$ cat config.mk
export PLATFORM = sky130hd
export DESIGN_NAME = serial_word_deframer
export DESIGN_NICKNAME = d
export VERILOG_FILES = /design/src/rtl/serial_word_deframer.sv
export SDC_FILE = /design/constraint.sdc
export NUM_CORES = 1
export LEC_CHECK = 0
export ABC_AREA = 0
export ABC_CLOCK_PERIOD_IN_PS = 5000
export BUFFER_PORTS_ARGS = -buffer_cell sky130_fd_sc_hd__buf_4
export CAP_MARGIN = 40
export CORE_MARGIN = 2
export CORE_UTILIZATION = 60
export DETAILED_ROUTE_END_ITERATION = 10
export HOLD_SLACK_MARGIN = 0.08
export PLACE_DENSITY = 0.91
export SYNTH_ARGS = -nofsm -noshare
export SYNTH_HDL_FRONTEND = slang
export SYNTH_SLANG_ARGS = --single-unit
$ cat constraint.sdc
create_clock -name clk -period 5 [get_ports clk]
set_clock_uncertainty 0.15 [all_clocks]
set_input_delay 0.25 -clock clk [delete_from_list [all_inputs] [get_ports clk]]
set_output_delay 0.25 -clock clk [all_outputs]
set_load 0.05 [all_outputs]
$ cat src/rtl/serial_word_deframer.sv
// serial_word_deframer
//   Hunts a serial bit stream for SYNC_PATTERN. After a match, the next WORD_W
//   bits are assembled MSB first into a word. The word goes downstream through
//   a single holding register with a valid/ready handshake.
//
//   Optional feature macro: DEFRAMER_PARITY_CHECK_EN
//     Adds a PARITY state that consumes one even-parity bit after the data.
//     A bad-parity word is discarded and parity_err pulses for one cycle.
//
// Ports:
//   clk         - clock; all state changes on its rising edge
//   rst_n       - asynchronous active-low reset
//   bit_in      - serial data bit
//   bit_valid   - bit_in is consumed only while this is high
//   word_out    - assembled word; held stable while word_valid=1
//   word_valid  - holding register is occupied
//   word_ready  - downstream takes word_out when word_valid && word_ready
//   sync_locked - high while collecting data (and parity) bits
//   overflow    - one-cycle pulse when a completed word is dropped
//   parity_err  - (parity build only) one-cycle pulse on a parity mismatch
module serial_word_deframer #(
  parameter int unsigned       WORD_W       = 8,
  parameter int unsigned       SYNC_W       = 8,
  parameter logic [SYNC_W-1:0] SYNC_PATTERN = 8'hA5
) (
  input  logic              clk,
  input  logic              rst_n,
  input  logic              bit_in,
  input  logic              bit_valid,
  output logic [WORD_W-1:0] word_out,
  output logic              word_valid,
  input  logic              word_ready,
  output logic              sync_locked,
  output logic              overflow
`ifdef DEFRAMER_PARITY_CHECK_EN
  ,
  output logic              parity_err
`endif
);

  localparam int unsigned HCW = $clog2(SYNC_W + 1);
  localparam int unsigned BCW = $clog2(WORD_W);

  typedef enum logic [1:0] {S_HUNT, S_DATA, S_PARITY} state_e;

  state_e            state_q, state_d;
  logic [SYNC_W-1:0] sr_q, sr_d;
  logic [HCW-1:0]    hunt_q, hunt_d;
  logic [BCW-1:0]    bcnt_q, bcnt_d;
  logic [WORD_W-1:0] data_q, data_d;
  logic [WORD_W-1:0] word_q, word_d;
  logic              valid_q, valid_d;
  logic              ovf_q, ovf_d;
`ifdef DEFRAMER_PARITY_CHECK_EN
  logic              perr_q, perr_d;
`endif

  logic [SYNC_W-1:0] sr_shift;
  logic [HCW:0]      hunt_inc;
  logic              complete;
  logic              load;
  logic [WORD_W-1:0] cand;

  // State register
  always_ff @(posedge clk or negedge rst_n) begin
    if (!rst_n) begin
      state_q <= S_HUNT;
      sr_q    <= '0;
      hunt_q  <= '0;
      bcnt_q  <= '0;
      data_q  <= '0;
      word_q  <= '0;
      valid_q <= 1'b0;
      ovf_q   <= 1'b0;
`ifdef DEFRAMER_PARITY_CHECK_EN
      perr_q  <= 1'b0;
`endif
    end else begin
      state_q <= state_d;
      sr_q    <= sr_d;
      hunt_q  <= hunt_d;
      bcnt_q  <= bcnt_d;
      data_q  <= data_d;
      word_q  <= word_d;
      valid_q <= valid_d;
      ovf_q   <= ovf_d;
`ifdef DEFRAMER_PARITY_CHECK_EN
      perr_q  <= perr_d;
`endif
    end
  end

  // Next-state logic
  always_comb begin
    state_d  = state_q;
    sr_d     = sr_q;
    hunt_d   = hunt_q;
    bcnt_d   = bcnt_q;
    data_d   = data_q;
    word_d   = word_q;
    ovf_d    = 1'b0;
`ifdef DEFRAMER_PARITY_CHECK_EN
    perr_d   = 1'b0;
`endif
    complete = 1'b0;
    cand     = data_q;
    sr_shift = {sr_q[SYNC_W-2:0], bit_in};
    hunt_inc = {1'b0, hunt_q} + (HCW+1)'(1);

    if (bit_valid) begin
      case (state_q)
        S_HUNT: begin
          sr_d   = sr_shift;
          hunt_d = (hunt_q == HCW'(SYNC_W)) ? hunt_q : hunt_q + HCW'(1);
          // Require a full window of received bits, so zeroed reset history
          // cannot form a false match.
          if ((sr_shift == SYNC_PATTERN) && (hunt_inc >= (HCW+1)'(SYNC_W))) begin
            state_d = S_DATA;
            bcnt_d  = '0;
          end
        end
        S_DATA: begin
          data_d = {data_q[WORD_W-2:0], bit_in};
          bcnt_d = bcnt_q + BCW'(1);
          if (bcnt_q == BCW'(WORD_W - 1)) begin
            bcnt_d = '0;
`ifdef DEFRAMER_PARITY_CHECK_EN
            state_d = S_PARITY;
`else
            state_d  = S_HUNT;
            sr_d     = '0;
            hunt_d   = '0;
            complete = 1'b1;
            cand     = {data_q[WORD_W-2:0], bit_in};
`endif
          end
        end
`ifdef DEFRAMER_PARITY_CHECK_EN
        S_PARITY: begin
          state_d = S_HUNT;
          sr_d    = '0;
          hunt_d  = '0;
          bcnt_d  = '0;
          // Even parity: data bits plus parity bit must XOR to zero.
          if (^{data_q, bit_in}) begin
            perr_d = 1'b1;
          end else begin
            complete = 1'b1;
            cand     = data_q;
          end
        end
`endif
        default: state_d = S_HUNT;
      endcase
    end

    // A load can coincide with a drain, which keeps word_valid high with no bubble.
    load = complete && (!valid_q || word_ready);
    if (complete && !load) ovf_d = 1'b1;
    if (load) word_d = cand;

    if (load)                       valid_d = 1'b1;
    else if (valid_q && word_ready) valid_d = 1'b0;
    else                            valid_d = valid_q;
  end

  // Output logic
  always_comb begin
    word_out    = word_q;
    word_valid  = valid_q;
    overflow    = ovf_q;
    sync_locked = (state_q != S_HUNT);
`ifdef DEFRAMER_PARITY_CHECK_EN
    parity_err  = perr_q;
`endif
  end

endmodule

==> flow_metrics.env <==
export IMPL_status="complete, no violations"
export IMPL_syn_mean_instance_area_um2=12.7
export IMPL_drc=0
export IMPL_synth_edf_count=0
export IMPL_dp_hpwl_um=1640
export IMPL_async_flop_share=1.00
export IMPL_cp_max_fo=8
export IMPL_grt_pass1_wl_um=3830
export IMPL_cts_root_buf="clkbuf_4"
export IMPL_p_per_area_nw_per_um2=373
export IMPL_grt_usage=0.209
export IMPL_drt_pass1_iter_count=4
export IMPL_leakage_nw=0.796
export IMPL_irDropWorstVdd_uv=335
export IMPL_num_antenna_cells=0
export IMPL_cp_required_ps=5070
export IMPL_initial_core_util=0.627
export IMPL_synth_seq_area_share=0.588
export IMPL_nets=137
export IMPL_grt_pass1_vias=855
export IMPL_cts_buffers=5
export IMPL_cp_end_kind="flop"
export IMPL_drt_iter0_markers=9
export IMPL_rsz0062_at_grt="no"
export IMPL_overflow=0
export IMPL_start_kind="flop"
export IMPL_synth_ff_latch_count=32
export IMPL_rows=17
export IMPL_worst_pin_slew_ps=683
export IMPL_synth_top_area_cell="dfrtp_1"
export IMPL_grt_max_degree=33
export IMPL_final_cells=157
export IMPL_die_height_um=51.6
export IMPL_dpl_cell_area_um2=1490
export IMPL_crit_type="flop to flop"
export IMPL_drt_total_wl_um=2380
export IMPL_ctsResizeCount=0
export IMPL_antenna_found_initial=0
export IMPL_design_die_area_um2=2670
export IMPL_syn_inst=107
export IMPL_die_x_um=51.6
export IMPL_ff_latch_area_um2=801
export IMPL_slew_viol_final=0
export IMPL_clkSinkCount=32
export IMPL_vias_per_cell=5.73
export IMPL_clk_latency_ps=330
export IMPL_synth_flop_cell="dfrtp_1"
export IMPL_min_path_type="primary input to asynchronous set/reset pin"
export IMPL_dp_cells=145
export IMPL_slew_limit_headroom=0.544
export IMPL_h_tree_depth=2
export IMPL_drv_cap=0
export IMPL_portBuffers=15
export IMPL_fmax_mhz=471
export IMPL_period_needed_ps=2120
export IMPL_synth_distinct_cells=24
export IMPL_setup_tns_ps=0
export IMPL_path_clk_slew_ps=100
export IMPL_hold_viol_final=0
export IMPL_yosys_area_top_type_share=0.588
export IMPL_routed_via_count=899
export IMPL_layout_drive_gt1_share=0.318
export IMPL_synthesis_area_um2=1360
export IMPL_ant_nets=0
export IMPL_yosysWarningCount=0
export IMPL_io_pins=16
export IMPL_core_area_um2=2170
export IMPL_synth_area_leaders="dfrtp_1 59%, mux2_2 13%, a22o_1 3.9%, ha_1 3.7%, nand2_1 3.0%"
export IMPL_place_gp_congestion=0.712
export IMPL_setup_violations=0
export IMPL_cts_hold_buf=4
export IMPL_cts_tree="yes"
export IMPL_reg2regPathDepth=5
export IMPL_syn_num_nets=116
export IMPL_cts_setup_buffers=0
export IMPL_fillers=160
export IMPL_area_growth_pct=16.7
export IMPL_multiInputGateArea_um2=531
export IMPL_worstPathArrival_ps=2200
export IMPL_wl_per_cell_um=15.2
export IMPL_final_area_um2=1590
export IMPL_post_route_period_util=0.425
export IMPL_cts_buffer_depth=2
## area by class of cell
type / count / share of cell area
repair buffers: 19 / 0.0961
clock inverters: 1 / 0.00472
clock buffers: 7 / 0.0346
multi-input cells: 68 / 0.334
inverters: 2 / 0.00472
flip-flops and latches: 32 / 0.504
well taps: 28 / 0.0220
## through the flow
stage | total power [W] | setup slack, ps | hold WS (ps) | util
after detailed placement | 0.000441 | 2890 | 52.5 | 0.685
after floorplan | 0.000407 | 3240 | -196 | -
after global routing | 0.000627 | 2770 | 276 | 0.732
after CTS | 0.000598 | 2880 | 227 | 0.732
after global placement | 0.000430 | 3010 | 48.5 | 0.685
final | 0.000593 | 2880 | 229 | 0.732
## layout by cell type, fill, tap and decap left out, types with 2 or more instances in the layout
master         count
a21oi_1            2
a22o_1             6
a22o_2             2
buf_4             15
clkbuf_4           5
dfrtp_1           32
dlygate4sd3_1      4
ha_1               4
inv_1              2
mux2_2            16
nand2_1           11
nand2b_1           3
nand3_1            5
nor2b_1            5
o21ai_0            4
## report_power, final
part           switching (W)  leakage, nW  total, W  internal, W
Clock              0.0000854       0.0315  0.000154    0.0000688
Sequential         0.0000378        0.426  0.000330     0.000293
Combinational      0.0000528        0.338  0.000109    0.0000560
Total               0.000176        0.796  0.000593     0.000417
## critical path, stage by stage (launching register included)
cell and delay, ps:
dfrtp_1 400, ha_1 170, ha_1 180, nand3_1 120, nor2b_1 570, mux2_2 420
## final timing paths
kind,startpoint,endpoint,slack (ps)
max in group asynchronous,rst_n,word_valid$_DFFE_PN0P_,4180
worst max-delay path,bcnt_q[0]$_DFFE_PN0P_,word_out[3]$_DFFE_PN0P_,2880
worst max register to register,bcnt_q[0]$_DFFE_PN0P_,word_out[3]$_DFFE_PN0P_,2880
worst min-delay path,rst_n,sr_q[1]$_DFFE_PN0P_,230
min in group clk,word_out[4]$_DFFE_PN0P_,word_out[4]$_DFFE_PN0P_,370
worst min register to register,word_out[4]$_DFFE_PN0P_,word_out[4]$_DFFE_PN0P_,370
## flip-flops by register name, summed over array words and instances (netlist names)
register / cells
bcnt_q: 3
data_q: 7
hunt_q: 4
overflow: 1
sr_q: 7
state_q: 1
word_out: 8
word_valid: 1
## kinds of logic after synthesis
kind of cell             share of synthesized area
AO/OA/AOI/OAI                               0.0947
flip-flops                                   0.588
AND/OR/NAND/NOR                              0.119
buffers and inverters                       0.0221
adder cells (fa/ha/maj)                     0.0368
multiplexers                                 0.140
## cells in the mapped netlist (2+ instances only)
master	number
dfrtp_1	32
ha_1	4
a22o_1	6
buf_2	3
o21ai_0	4
nor2b_1	5
nand2_1	11
nand2b_1	3
a22o_2	2
nand3_1	5
a21oi_1	2
clkbuf_1	2
mux2_2	16
inv_1	2
## per-layer routing
metal	wire (um)	share of wire	GRT usage
met1	1010	0.42	0.249
met3	96	0.040	0.0517
met2	1210	0.51	0.331
met4	61	0.026	0.145
met5	0	0	0
Note: power is estimated with default switching activity, not from simulation.
